File: src/rtl/regfile_sb_pkg.sv
// Shared types and default sizing for the scoreboarded register file.
package regfile_sb_pkg;

  localparam int unsigned XlenDefault  = 32;
  localparam int unsigned NregsDefault = 32;
  localparam int unsigned NrdDefault   = 2;

  typedef enum logic {StIdle, StClear} state_e;

  function automatic int unsigned addr_width(input int unsigned nregs);
    return $clog2(nregs);
  endfunction

endpackage

File: src/rtl/regfile_sb_scoreboard.sv
// Busy-bit scoreboard: tracks reserved destinations and decides reservation acceptance.
module regfile_sb_scoreboard
  import regfile_sb_pkg::*;
#(
  parameter int unsigned NREGS = NregsDefault,
  parameter int unsigned NRD   = NrdDefault,
  localparam int unsigned AW   = addr_width(NREGS)
) (
  input  logic              clk,
  input  logic              reset,
  input  logic              wr_en,
  input  logic              wr_fire,
  input  logic [AW-1:0]     wr_addr,
  input  logic              rsv_en,
  input  logic [AW-1:0]     rsv_addr,
  input  logic              clr_active,
  input  logic [AW-1:0]     clr_addr,
  input  logic [NRD*AW-1:0] rd_addr,
  output logic [NRD-1:0]    rd_busy,
  output logic              rsv_ok
);

  logic [NREGS-1:0] busy_q, busy_d;

  // A write landing this cycle frees the register in time for a new reservation.
  always_comb begin
    rsv_ok = rsv_en & ~clr_active & ~reset &
             (~busy_q[rsv_addr] | (wr_en & (wr_addr == rsv_addr)));
  end

  always_comb begin
    busy_d = busy_q;
    if (clr_active) begin
      busy_d[clr_addr] = 1'b0;
    end else begin
      if (wr_fire) busy_d[wr_addr] = 1'b0;
      // Applied after the write so a same-cycle reservation wins.
      if (rsv_ok && (rsv_addr != '0)) busy_d[rsv_addr] = 1'b1;
    end
    busy_d[0] = 1'b0;
  end

  always_ff @(posedge clk or posedge reset) begin
    if (reset) busy_q <= '0;
    else       busy_q <= busy_d;
  end

  for (genvar g = 0; g < NRD; g++) begin : g_rd_busy
    assign rd_busy[g] = busy_q[rd_addr[g*AW +: AW]];
  end

endmodule

File: src/rtl/regfile_sb.sv
// Multi-port register file with busy scoreboard and sequential clear.
// Define REGFILE_SB_BYPASS_EN to forward same-cycle writeback data to the read ports.
module regfile_sb
  import regfile_sb_pkg::*;
#(
  parameter int unsigned XLEN  = XlenDefault,
  parameter int unsigned NREGS = NregsDefault,
  parameter int unsigned NRD   = NrdDefault,
  localparam int unsigned AW   = addr_width(NREGS)
) (
  input  logic                clk,
  input  logic                reset,
  input  logic [NRD*AW-1:0]   rd_addr,
  output logic [NRD*XLEN-1:0] rd_data,
  output logic [NRD-1:0]      rd_busy,
  input  logic                wr_en,
  input  logic [AW-1:0]       wr_addr,
  input  logic [XLEN-1:0]     wr_data,
  input  logic                rsv_en,
  input  logic [AW-1:0]       rsv_addr,
  output logic                rsv_ok,
  input  logic                clr_req,
  output logic                clr_busy,
  input  logic [AW-1:0]       dbg_addr,
  output logic [XLEN-1:0]     dbg_data
);

  state_e          state_q, state_d;
  logic [AW-1:0]   cnt_q, cnt_d;
  logic [XLEN-1:0] regs_q [NREGS];
  logic            clr_active;
  logic            wr_fire;
  logic [NRD-1:0]  sb_busy;

  assign clr_active = (state_q == StClear);
  assign clr_busy   = clr_active;
  assign wr_fire    = wr_en & (wr_addr != '0) & ~clr_active & ~reset;

  always_comb begin
    state_d = state_q;
    cnt_d   = cnt_q;
    unique case (state_q)
      StIdle: begin
        if (clr_req) begin
          state_d = StClear;
          cnt_d   = AW'(1);
        end
      end
      StClear: begin
        cnt_d = cnt_q + AW'(1);
        if (cnt_q == AW'(NREGS - 1)) begin
          state_d = StIdle;
          cnt_d   = '0;
        end
      end
    endcase
  end

  always_ff @(posedge clk or posedge reset) begin
    if (reset) begin
      state_q <= StIdle;
      cnt_q   <= '0;
    end else begin
      state_q <= state_d;
      cnt_q   <= cnt_d;
    end
  end

  // Register 0 is never written, so it reads as zero without extra muxing.
  always_ff @(posedge clk or posedge reset) begin
    if (reset) begin
      for (int i = 0; i < NREGS; i++) regs_q[i] <= '0;
    end else if (clr_active) begin
      regs_q[cnt_q] <= '0;
    end else if (wr_fire) begin
      regs_q[wr_addr] <= wr_data;
    end
  end

  regfile_sb_scoreboard #(
    .NREGS (NREGS),
    .NRD   (NRD)
  ) u_scoreboard (
    .clk        (clk),
    .reset      (reset),
    .wr_en      (wr_en),
    .wr_fire    (wr_fire),
    .wr_addr    (wr_addr),
    .rsv_en     (rsv_en),
    .rsv_addr   (rsv_addr),
    .clr_active (clr_active),
    .clr_addr   (cnt_q),
    .rd_addr    (rd_addr),
    .rd_busy    (sb_busy),
    .rsv_ok     (rsv_ok)
  );

  for (genvar g = 0; g < NRD; g++) begin : g_rd
    logic [AW-1:0] addr;
    assign addr = rd_addr[g*AW +: AW];

    always_comb begin
      rd_data[g*XLEN +: XLEN] = regs_q[addr];
      rd_busy[g]              = sb_busy[g];
`ifdef REGFILE_SB_BYPASS_EN
      if (wr_fire && (addr == wr_addr)) begin
        rd_data[g*XLEN +: XLEN] = wr_data;
        rd_busy[g]              = 1'b0;
      end
`endif
      if (reset) rd_data[g*XLEN +: XLEN] = '0;
    end
  end

  assign dbg_data = regs_q[dbg_addr];

endmodule

File: config.mk
export PLATFORM = sky130hd
export DESIGN_NAME = regfile_sb
export DESIGN_NICKNAME = d
export VERILOG_FILES = /design/src/rtl/regfile_sb_pkg.sv /design/src/rtl/regfile_sb_scoreboard.sv /design/src/rtl/regfile_sb.sv
export SDC_FILE = /design/constraint.sdc
export NUM_CORES = 2
export LEC_CHECK = 0
export ABC_CLOCK_PERIOD_IN_PS = 42600
export BUFFER_PORTS_ARGS = -buffer_cell sky130_fd_sc_hd__buf_2
export CAP_MARGIN = 10
export CORE_MARGIN = 2
export CORE_UTILIZATION = 52
export CTS_BUF_LIST = sky130_fd_sc_hd__clkbuf_8
export DETAILED_ROUTE_END_ITERATION = 8
export PLACE_DENSITY_LB_ADDON = 0.15
export SLEW_MARGIN = 40
export SYNTH_ARGS = -nofsm -noshare
export SYNTH_HDL_FRONTEND = slang
export SYNTH_SLANG_ARGS = --single-unit
File: constraint.sdc
create_clock -name clk -period 42.6 [get_ports clk]
set_input_delay 6.39 -clock clk [delete_from_list [all_inputs] [get_ports clk]]
set_output_delay 6.39 -clock clk [all_outputs]
set_load 0.005 [all_outputs]
After elaboration in Yosys (flattened, before gate mapping)
Index checks and enable logic that the tools add are counted.
{ "word_totals": {"register_bits": 1061, "inputBits": 62} }
{ "op_classes": {"order_cmp": 15, "muxes": 40, "n_bitwise": 23, "n_reduce_logical": 9, "n_eq_ne": 3, "addsub": 1} }
{ "op_table": {"columns": ["op", "n"], "rows": [
  ["$mux W1024", 2],
  ["$and A1024 B1024 Y1024", 1],
  ["$bwmux W1024", 1],
  ["$not A1024 Y1024", 1],
  ["$bmux W32 S5", 3],
  ["$mux W32", 14],
  ["$demux W32 S5", 2],
  ["$and A32 B32 Y32", 2],
  ["$not A32 Y32", 2],
  ["$or A32 B32 Y32", 1],
  ["$ge A6 B6 Y1 const B", 5],
  ["$lt A5 B6 Y1 const B", 5],
  ["$not A5 Y6", 5],
  ["$bmux W1 S5", 3],
  ["$demux W1 S5", 3],
  ["$ge A5 B1 Y1 const B", 3],
  ["$lt A6 B1 Y1 const B", 2],
  ["$mux W5", 2],
  ["$pmux W5 S2", 1],
  ["$reduce_bool A5 Y1", 2],
  ["$mux W1", 8],
  ["$and A1 B1 Y1", 7],
  ["$logic_and A1 B1 Y1", 6],
  ["$add A5 B1 Y5 const B", 1],
  ["other kinds (7)", 9]
]} }

Depth between registers and ports, before layout
{ "logic_depth": {"depth_word": 11, "depth_mapped": 8} }

Cells and area by module
From an unflattened synthesis, not the netlist that was laid out.
{ "unflattened": {"cells_unflattened": 4468, "hier_area_um2": 63551.0} }
{ "modules_own_cells": {"columns": ["module", "seq_area_each_um2", "area_per_inst_um2", "instances", "cells_each"], "rows": [
  ["regfile_sb", 25774.7, 60708.2, 1, 4155],
  ["regfile_sb_scoreboard", 775.7, 2842.7, 1, 313]
]} }

Least setup slack after synthesis
OpenSTA, ideal clock, no wires.
{ "synth_path": {"path_kind": "input port to output port", "start": "input port rd_addr[5]", "end": "output port rd_busy[1]", "path_buffers": 2, "arrival_ns": 8.307, "setup_slack_ns": 27.903, "cell_stages": 5, "required_ns": 36.210, "cell_sequence": "buf_2 > buf_1 > mux4_2 > mux4_2 > mux2_2"} }
{ "synth_between": {"elab_chain_len": 2} }
{ "synth_lines": {"columns": ["element", "line_no", "text"], "rows": [
  ["from (decl)", "regfile_sb.sv:13", "input logic [NRD*AW-1:0] rd_addr,"],
  ["$bmux W1 S5", "regfile_sb_scoreboard.sv:49", "assign rd_busy[g] = busy_q[rd_addr[g*AW +: AW]];"],
  ["$mux W1 (implied by the code)", "regfile_sb_scoreboard.sv:49", null],
  ["to (decl)", "regfile_sb.sv:15", "output logic [NRD-1:0] rd_busy,"]
]} }
No other way between the ends. The select of a mux whose other input is x is not followed.

Worst setup path after layout
{ "layout_path": {"start": "input port rd_addr[6]", "end": "output port rd_data[48]"} }
{ "layout_between": {"elab_chain_len": 5} }
{ "layout_lines": {"columns": ["element", "line_no", "text"], "rows": [
  ["$not A5 Y6 (implied by the code)", "regfile_sb.sv:103", "rd_data[g*XLEN +: XLEN] = regs_q[addr];"],
  ["$bmux W32 S5", "regfile_sb.sv:103", null],
  ["$mux W32 (implied by the code) (2 in series)", "regfile_sb.sv:103", null],
  ["$mux W32", "regfile_sb.sv:111", "if (reset) rd_data[g*XLEN +: XLEN] = '0;"],
  ["to (decl)", "regfile_sb.sv:14", "output logic [NRD*XLEN-1:0] rd_data,"]
]} }
No other way between the ends. The select of a mux whose other input is x is not followed.

==> key figures <==
Status
  – Outcome: completed

Clocking
  – Htree depth: 4
  – Clk Latency, worst-skew pair: 0.93 ns
  – Clock sinks: about 1100
  – Setup bufs post-CTS: 0
  – CTS tree: built
  – Clock Path Buffers: 3
  – Root Buffer: clkbuf_8
  – Clock slew seen by the registers of the worst setup and hold paths: 0.06 ns
  – TritonCTS buffer count: 181
  – Post-CTS Resized: 0
  – CTS Hold Buffers Added: 0

Job
  – Max cap viols: 0

STA
  – Worst-Margin Slew: 0.980 ns
  – Final setup vio count: 0
  – RSZ-0062 raised after global routing: no
  – Pins over their slew limit: 0
  – Setup TNS: 0 ns
  – Setup Skew: 0.0297 ns
  – Hold Vio Cnt, Final: 0
  – Fmax: 58.1 MHz
  – Worst slew margin: 34.7%
  – Min Tclk post-route: about 17 ns
  – Final Cycle Share: around two fifths

Critical path
  – Worst EP required: about 36 ns
  – Critical path cell sequence: buf_8, buf_4, buf_6, buf_4, mux4_2, mux4_2, a22o_1, buf_2
  – Worst-path fanout max: 81
  – Top delay family on crit path: buffers and inverters
  – Endpoint type of the worst setup path: output pin
  – Crit path buf inv count: 5
  – Critical path type: input pin to output pin
  – Crit path DAT: 10.83 ns
  – Largest stage delay, worst path: 0.77 ns
  – Slowest CP cell: buf_4
  – Worst setup SP type: input pin

Synthesis
  – Largest cells by area after synthesis: dfrtp_1 42%, mux4_2 35%, a22o_1 15%
  – Synth Register Bits: 1061
  – Synthesized cell area: between 0.06 and 0.07 sq mm
  – Seq/Total Area, Yosys: between 40% and 50%
  – Asr flop ratio synth: 100%
  – Synth Flop Type: dfrtp_1
  – Syn Nets: between 4000 and 5000
  – Post-synth EDFFs: 0
  – Post-Synthesis Cells: 3982
  – Post-synthesis average cell area: 15.7 sq um
  – YS warnings: 0
  – Largest area contributor in the netlist: dfrtp_1
  – Top cell type's share of synthesized area: 42.5%
  – Synth unique cells: 50

Drt
  – Total Routed Length: 238000 um
  – Final ANT Viol Nets: 0
  – Via count: about 46000
  – Routed WL per cell: 42.0 um
  – Post-route DRC: 0
  – Post-DR vias/cell: 8.17
  – Drt pass-1 iters: 5
  – DR iter-0 viols: 6625

Placed design
  – Port buffer count: 161
  – DP Cell Count: 5334
  – Post-DP HPWL: 126000 um
  – GPL Wtd Cong: 0.849

Global route
  – Total grt overflow: 0
  – First-pass GRT wire length: 344000 um
  – GR Util All Layers: 39.5%
  – Initial antenna violation count: 7
  – Pin count of the biggest net entering global routing: around 120
  – Number of global-route vias before repair: approximately 47000

Finish
  – Share of cells above drive strength 1: 41.2%
  – NumNets Final: 3978
  – Finished Layout Cells: 5677
  – Layout Area Growth over Synthesis: 10.3%
  – Filler instances: 9210

Floorplan
  – Io pins: around 160
  – Die height: roughly 350 um
  – Die area: about 0.12 sq mm
  – Die W: 351 um
  – Row cnt: ~130
  – Initial Util: 52.3%
  – Core ar.: 0.120 sq mm

Power
  – LEAKAGE: 29.4 nW
  – VDD IR-drop max: approximately 0.035 mV
  – Power per cell area: 40.1 mW/mm^2

Hold path
  – Tightest Hold Check Type: flip-flop to flip-flop
==> stage by stage <==
stage          worst slack (ns)  hold slack, ns  cell area (sq um)  util, %  power (mW)
2_1_floorplan              6.34           0.477              62500        -        1.53
3_3_place_gp              25.22           0.504              64500     53.9        1.74
3_5_place_dp              25.45           0.513              64900     54.2        1.75
4_1_cts                   25.45           0.530              68800     57.5        2.76
5_1_grt                   25.33           0.550              69000     57.6        2.85
6_report                  25.38           0.528              69000     57.7        2.77
==> cell families after synthesis <==
family | count (synthesis) | synth area share (%)
compound gates | 1136 | 15.6
flops | 1061 | 42.5
mux | 1027 | 36.1
buf+inv | 555 | 3.89
simple gates | 191 | 1.72
xor+xnor | 7 | 0.0980
fa+ha+maj | 5 | 0.100
==> worst paths after layout <==
path	startpoint	slack, ns	end	cells past startpoint
max	rd_addr[6]	25.38	rd_data[48]	8
max reg2reg	clr_busy	38.89	regs_q[249]	8
min	regs_q[1001]	0.53	regs_q[1001]	1
min in group asynchronous	reset	5.63	u_scoreboard.busy_q[29]	2
max in group asynchronous	reset	34.43	regs_q[914]	7
min reg2reg	regs_q[1001]	0.53	regs_q[1001]	1
==> report_power, final <==
group	internal (mW)	switching, mW	leakage [nW]
Clock	0.548	0.461	2.21
Sequential	1.09	0.0940	14.7
Combinational	0.246	0.326	12.4
==> state kept, by name (all words and copies together), names as in the netlist <==
name,count
cnt_q,5
clr_busy,1
regs_q,1024
u_scoreboard.busy_q,31
==> routing by layer <==
metal,up-vias,wire (um),global-route usage (%)
met4,2,13700,21.7
met2,4034,107000,56.9
met3,768,31200,13.0
li1,16800,-,-
met5,-,13,0
met1,24700,86400,53.4
==> synthesized netlist by cell type, types with 12 or more instances <==
cell type and number:
dfrtp_1 1061, a22o_1 1056, mux4_2 980, clkbuf_1 328, buf_2 151, nand2_1 59
mux2_2 38, and2_1 36, buf_1 33, buf_4 29, nor2_1 23, a21oi_1 21
o2bb2ai_1 16, o21ai_0 15, a31oi_1 12, nor3_1 12
==> layout make-up <==
cell class	instances	area (sq um)	share of cell area [%]
Multi-Input combinational cell	2366	34200	49.5
Sequential cell	1061	26600	38.5
Clock buffer	219	3010	4.37
Timing Repair Buffer	295	2330	3.37
Tap cell	1612	2020	2.92
Clock inverter	110	873	1.27
Inverter	6	35.0	0.0508
Antenna cell	8	20.0	0.0290
==> cells in the final DEF, fill, tap and decap left out, types with 5 or more instances in the layout <==
master / netlist / routed
nor2_1: 23 / 13
nor3_4: 0 / 11
clkbuf_8: 0 / 220
inv_8: 0 / 5
mux4_2: 980 / 980
mux2i_1: 9 / 9
o2bb2ai_1: 16 / 16
buf_4: 29 / 81
nand2b_1: 7 / 7
nand2_1: 59 / 58
o21ai_1: 7 / 7
dfrtp_1: 1061 / 1060
inv_6: 0 / 6
o21ai_0: 15 / 15
a31oi_4: 0 / 11
a22o_1: 1056 / 1056
buf_6: 7 / 38
nor3_2: 11 / 7
mux2_2: 38 / 38
nor2_4: 6 / 17
buf_8: 0 / 13
nor3_1: 12 / 5
buf_12: 0 / 6
clkinv_2: 0 / 29
inv_1: 6 / 58
buf_2: 151 / 148
and2_1: 36 / 36
diode_2: 0 / 8
a21oi_4: 0 / 20
bufinv_16: 0 / 13
ha_1: 5 / 5
buf_16: 0 / 8
Note: power is estimated with default switching activity, not from simulation.
